==> src/rtl/vlane_shift_arbiter.sv <==
// vlane_shift_arbiter
//   Shares one pipelined vector-lane barrel shifter among NUM_REQ requesters.
//   Round-robin arbitration drives the shifter inputs, a LATENCY-deep valid
//   pipe tracks in-flight ops, and results land in a credit-protected FIFO so
//   downstream backpressure never drops a shifter result.
//
// Ports:
//   clk, reset      clock, synchronous active-high reset
//   req_valid/ready per-requester handshake (ready is a one-hot grant)
//   req_opB/sa/op/tag  packed per-requester operation fields
//   sh_opB/sa/op    to shifter (all-zero when nothing issues)
//   sh_result       from shifter, LATENCY cycles after issue
//   rsp_valid/ready response handshake at FIFO head
//   rsp_result/id/tag  head entry contents
//   busy            any op in flight or buffered
module vlane_shift_arbiter #(
    parameter int WIDTH      = 32,
    parameter int LOG2WIDTH  = 5,
    parameter int NUM_REQ    = 2,
    parameter int LOG2NUMREQ = 1,
    parameter int TAGW       = 4,
    parameter int LATENCY    = 2,
    parameter int FIFO_DEPTH = 4,
    parameter int LOG2FIFO   = 2
) (
    input  logic                          clk,
    input  logic                          reset,
    input  logic [NUM_REQ-1:0]            req_valid,
    output logic [NUM_REQ-1:0]            req_ready,
    input  logic [NUM_REQ*WIDTH-1:0]      req_opB,
    input  logic [NUM_REQ*LOG2WIDTH-1:0]  req_sa,
    input  logic [NUM_REQ*2-1:0]          req_op,
    input  logic [NUM_REQ*TAGW-1:0]       req_tag,
    output logic [WIDTH-1:0]              sh_opB,
    output logic [LOG2WIDTH-1:0]          sh_sa,
    output logic [1:0]                    sh_op,
    input  logic [WIDTH-1:0]              sh_result,
    output logic                          rsp_valid,
    input  logic                          rsp_ready,
    output logic [WIDTH-1:0]              rsp_result,
    output logic [LOG2NUMREQ-1:0]         rsp_id,
    output logic [TAGW-1:0]               rsp_tag,
    output logic                          busy
);

    localparam int CNTW = LOG2FIFO + 1;
    localparam logic [CNTW:0]       DEPTH_L   = (CNTW+1)'(FIFO_DEPTH);
    localparam logic [LOG2FIFO-1:0] LAST_SLOT = LOG2FIFO'(FIFO_DEPTH - 1);

    // rr_ptr holds the index where the next search starts, i.e. last grant + 1.
    logic [LOG2NUMREQ-1:0] rr_ptr;
    logic [LOG2NUMREQ-1:0] scan_idx;
    logic [LOG2NUMREQ-1:0] grant_id;
    logic                  grant_found;
    logic                  has_credit;
    logic                  issue;

    logic [LATENCY-1:0]    pipe_v;
    logic [LOG2NUMREQ-1:0] pipe_id  [LATENCY];
    logic [TAGW-1:0]       pipe_tag [LATENCY];
    logic [CNTW-1:0]       inflight_count;

    logic [WIDTH-1:0]      mem_result [FIFO_DEPTH];
    logic [LOG2NUMREQ-1:0] mem_id     [FIFO_DEPTH];
    logic [TAGW-1:0]       mem_tag    [FIFO_DEPTH];
    logic [LOG2FIFO-1:0]   wr_ptr;
    logic [LOG2FIFO-1:0]   rd_ptr;
    logic [CNTW-1:0]       fifo_count;
    logic [CNTW:0]         occupancy;
    logic                  push;
    logic                  pop;

    // Round-robin search from rr_ptr.
    always_comb begin
        grant_found = 1'b0;
        grant_id    = '0;
        scan_idx    = '0;
        for (int unsigned k = 0; k < NUM_REQ; k++) begin
            scan_idx = LOG2NUMREQ'((32'(rr_ptr) + k) % NUM_REQ);
            if (!grant_found && req_valid[scan_idx]) begin
                grant_found = 1'b1;
                grant_id    = scan_idx;
            end
        end
    end

    always_comb begin
        inflight_count = '0;
        for (int unsigned k = 0; k < LATENCY; k++) begin
            inflight_count = inflight_count + CNTW'(pipe_v[k]);
        end
    end

    // Credits use registered counts only, so a pop frees a slot next cycle.
    assign occupancy  = {1'b0, fifo_count} + {1'b0, inflight_count};
    assign has_credit = occupancy < DEPTH_L;
    assign issue      = grant_found & has_credit & ~reset;

    always_comb begin
        req_ready = '0;
        sh_opB    = '0;
        sh_sa     = '0;
        sh_op     = '0;
        if (issue) begin
            req_ready[grant_id] = 1'b1;
            sh_opB = req_opB[32'(grant_id)*WIDTH +: WIDTH];
            sh_sa  = req_sa[32'(grant_id)*LOG2WIDTH +: LOG2WIDTH];
            sh_op  = req_op[32'(grant_id)*2 +: 2];
        end
    end

    // In-flight valid pipe; index 0 is stage 1, LATENCY-1 is the final stage.
    always_ff @(posedge clk) begin
        if (reset) begin
            pipe_v <= '0;
        end else begin
            pipe_v[0] <= issue;
            for (int unsigned k = 1; k < LATENCY; k++) begin
                pipe_v[k] <= pipe_v[k-1];
            end
        end
    end

    always_ff @(posedge clk) begin
        pipe_id[0]  <= grant_id;
        pipe_tag[0] <= req_tag[32'(grant_id)*TAGW +: TAGW];
        for (int unsigned k = 1; k < LATENCY; k++) begin
            pipe_id[k]  <= pipe_id[k-1];
            pipe_tag[k] <= pipe_tag[k-1];
        end
    end

    assign push = pipe_v[LATENCY-1];
    assign pop  = rsp_valid & rsp_ready;

    always_ff @(posedge clk) begin
        if (reset) begin
            wr_ptr     <= '0;
            rd_ptr     <= '0;
            fifo_count <= '0;
            rr_ptr     <= '0;
        end else begin
            if (push) wr_ptr <= (wr_ptr == LAST_SLOT) ? '0 : wr_ptr + 1'b1;
            if (pop)  rd_ptr <= (rd_ptr == LAST_SLOT) ? '0 : rd_ptr + 1'b1;
            if (push && !pop)      fifo_count <= fifo_count + 1'b1;
            else if (!push && pop) fifo_count <= fifo_count - 1'b1;
            if (issue) rr_ptr <= LOG2NUMREQ'((32'(grant_id) + 1) % NUM_REQ);
        end
    end

    always_ff @(posedge clk) begin
        if (push) begin
            mem_result[wr_ptr] <= sh_result;
            mem_id[wr_ptr]     <= pipe_id[LATENCY-1];
            mem_tag[wr_ptr]    <= pipe_tag[LATENCY-1];
        end
    end

    assign rsp_valid  = (fifo_count != '0);
    assign rsp_result = mem_result[rd_ptr];
    assign rsp_id     = mem_id[rd_ptr];
    assign rsp_tag    = mem_tag[rd_ptr];
    assign busy       = (inflight_count != '0) | (fifo_count != '0);

endmodule

==> config.mk <==
export PLATFORM = sky130hd
export DESIGN_NAME = vlane_shift_arbiter
export DESIGN_NICKNAME = d
export VERILOG_FILES = /design/src/rtl/vlane_shift_arbiter.sv
export SDC_FILE = /design/constraint.sdc
export NUM_CORES = 1
export LEC_CHECK = 0
export ABC_AREA = 1
export CORE_MARGIN = 5
export CORE_UTILIZATION = 30
export CTS_BUF_LIST = sky130_fd_sc_hd__clkbuf_16
export CTS_CLUSTER_SIZE = 24
export DETAILED_ROUTE_END_ITERATION = 8
export PLACE_DENSITY = 0.61
export RECOVER_POWER = 25
export SLEW_MARGIN = 20
export SYNTH_ARGS = -nofsm -noshare
export SYNTH_HDL_FRONTEND = slang
export SYNTH_SLANG_ARGS = --single-unit
==> constraint.sdc <==
create_clock -name clk -period 3.89 [get_ports clk]
set_input_delay 0.389 -clock clk [delete_from_list [all_inputs] [get_ports clk]]
set_output_delay 0.389 -clock clk [all_outputs]
set_load 0.05 [all_outputs]
==> impl_metrics.tcl <==
set metrics [dict create \
    outcome "finished, final reports clean" \
    final_core_util 0.431 \
    avgSynthCellArea_um2 11.8 \
    firstDrtPassIters 4 \
    core_area_um2 22600 \
    ys_ff_latch 170 \
    stdcell_count 1083 \
    start_util 0.305 \
    leakage_nw 3.61 \
    ff_latch_area_um2 4890 \
    cts.repair.resized 0 \
    clk_latency_ns 0.42 \
    cts_sinks 170 \
    critPathMaxFanout 22 \
    place_hpwl_mm 12.0 \
    multi_input_area_um2 1750 \
    yosysUniqueCellTypes 26 \
    hp-class "flop to flop" \
    grt_max_degree 51 \
    clk_pin_slew_worst_paths_ns 0.06 \
    dp.cells 1052 \
    drc 0 \
    whs_ns 0.325 \
    design_area_um2 9770 \
    die_h_um 162 \
    tns_ns 0 \
    die_w_um 162 \
    overflow 0 \
    r2r_setup_slack_ns 1.99 \
    netlist_area_um2 6910 \
    synth_top_area_cell "edfxtp_1" \
    max_freq_mhz 277 \
    dieArea_um2 26200 \
    fin_crit_sh 0.928 \
    layout_commonest_cell "clkdlybuf4s50_1" \
    synth_top_family_by_area "simple AND/OR/NAND/NOR gates" \
    area_delta_synth_final_pct 41.4 \
    cp.required_ns 3.50 \
    wire_per_inst_um 16.2 \
    postCtsSetupBuffers 0 \
    cts_inserted_buffers 17 \
    timing.slew.headroom 0.354 \
    synthMuxAreaShare 0 \
    drive_above_1_share 0.0789 \
    cts_buffer_depth 2 \
    finalSetupViolations 0 \
    grt.total_usage 0.133 \
    grt-busiest-layer "met2" \
    ios 203 \
    met3_usage 0.0561 \
    worst_pin_slew_ns 0.968 \
    synthCells 586 \
    met1_usage 0.140 \
    cp.arrival_ns 3.22 \
    grt_pass1_wl_mm 26.6 \
    yosysTopAreaCellShare 0.644 \
    antenna_left 0 \
    grt_pass1_vias 4941 \
    viasPerCell 4.52 \
    synthAdderAreaFrac 0.0192 \
    nFillCells 2100 \
    drv_cap 0 \
    ys_warn_count 0 \
    synth-seq-area-share 0.707 \
    vdd_drop_max_v 0.000293 \
    postCtsHoldBufs 0 \
    clock-root-buffer "clkbuf_16" \
    diodes 0 \
    ys_top_cells_by_area "edfxtp_1 (64%), nand2_1 (7.1%), dfxtp_1 (6.4%)" \
    fin_nets 919 \
    place_area_um2 9170 \
    cts_tree "yes" \
    htree_levels 4 \
    routed_wl_mm 17.5 \
    gr-usage-met2 0.240 \
    place.gp.congestion 0.807 \
    cp-start-kind "flop" \
    synthSimpleGateAreaFrac 0.138 \
    grt_setup_unrepaired "no" \
    min_period_ns 3.61 \
    synth_compound_area_frac 0.0944 \
    final_hold_viol_count 0 \
    finClkSkew_ns 0.00878 \
    portBuffers 202 \
    rows 55 \
    critical_path_class "flop to primary output" \
    mostFrequentLayoutCells "clkdlybuf4s50_1 (177), edfxtp_1 (148), nand2_1 (131)" \
    power_density_nw_per_um2 646 \
    routed-via-count 4893 \
    synth_xor_area_frac 0.00127 \
    endpoint_kind "primary output" \
    slew_violations 0 \
    drtIter0Drc 240 \
    antenna_found_initial 0 \
    syn-num-nets 719 \
]
## worst max-delay path, cell delays in order (launching register included)
cell             delay [ns]
dfxtp_1                0.48
inv_1                  0.16
ha_1                   0.30
nand3_1                0.15
nand4_1                0.16
inv_2                  0.32
buf_4                  0.28
nand2_1                0.07
nand2_1                0.06
clkdlybuf4s50_1        0.82
## flip-flops by register name, summed over array words and instances, names as in the netlist, named ones only
name / cells
mem_result: 128
mem_tag: 16
pipe_tag: 8
mem_id: 4
fifo_count: 3
pipe_id: 2
pipe_v: 2
rd_ptr: 2
wr_ptr: 2
rr_ptr: 1
## per-stage QoR
step	setup WS [ns]	power (mW)
after global routing	0.0744	6.61
after global placement	0.568	4.69
after CTS	0.274	6.38
after detailed placement	0.540	4.70
final	0.278	6.30
after floorplan	1.71	3.81
## layout make-up
class | count | share of cell area
tap | 285 | 0.0365
inverter | 20 | 0.00769
timing repair buffer | 212 | 0.216
sequential | 170 | 0.500
clock buffer | 17 | 0.0436
clock inverter | 14 | 0.0170
multi-input combinational | 365 | 0.179
## worst paths after layout
kind,start,end,cells past startpoint
worst max-delay path,pipe_v[1]$_SDFF_PP0_,sh_op[0],9
worst min-delay path,pipe_tag[0][2]$_DFF_P_,pipe_tag[0][6]$_DFF_P_,0
worst max register to register,fifo_count[1]$_SDFFE_PP0P_,fifo_count[2]$_SDFFE_PP0P_,12
worst min register to register,pipe_tag[0][2]$_DFF_P_,pipe_tag[0][6]$_DFF_P_,0
## per-layer routing
metal	share of wire	up-vias
li1	-	2451
met1	0.39	2231
met2	0.50	189
met3	0.089	22
met4	0.021	0
met5	0	-
## power breakdown
group / internal, mW / leakage [nW] / switching (mW)
combinational: 0.780 / 1.77 / 1.69
clock: 1.05 / 0.310 / 0.626
sequential: 2.10 / 1.52 / 0.0505
total: 3.94 / 3.61 / 2.37
## cell usage after synthesis
cell      count
a21oi_1       7
buf_12        1
buf_2         7
buf_4         1
buf_6         7
clkbuf_1     14
clkbuf_2      1
dfxtp_1      22
edfxtp_1    148
fa_1          1
ha_1          9
inv_1        16
inv_2         4
nand2_1     131
nand2_2      11
nand3_1       4
nand3_4       1
nand4_1       2
nor2_1       80
nor2_4        1
nor2_8        1
nor3_1        1
o21ai_0      77
o22ai_1      37
or2_1         1
xor2_1        1
## cell families after synthesis
group	Yosys count
and+or+nand+nor	233
DFF	170
AOI/OAI and AO/OA	121
buffers and inverters	51
adders and majority gates	10
xor gates and xnor gates	1
No activity file was read; power rests on OpenSTA's default activity.
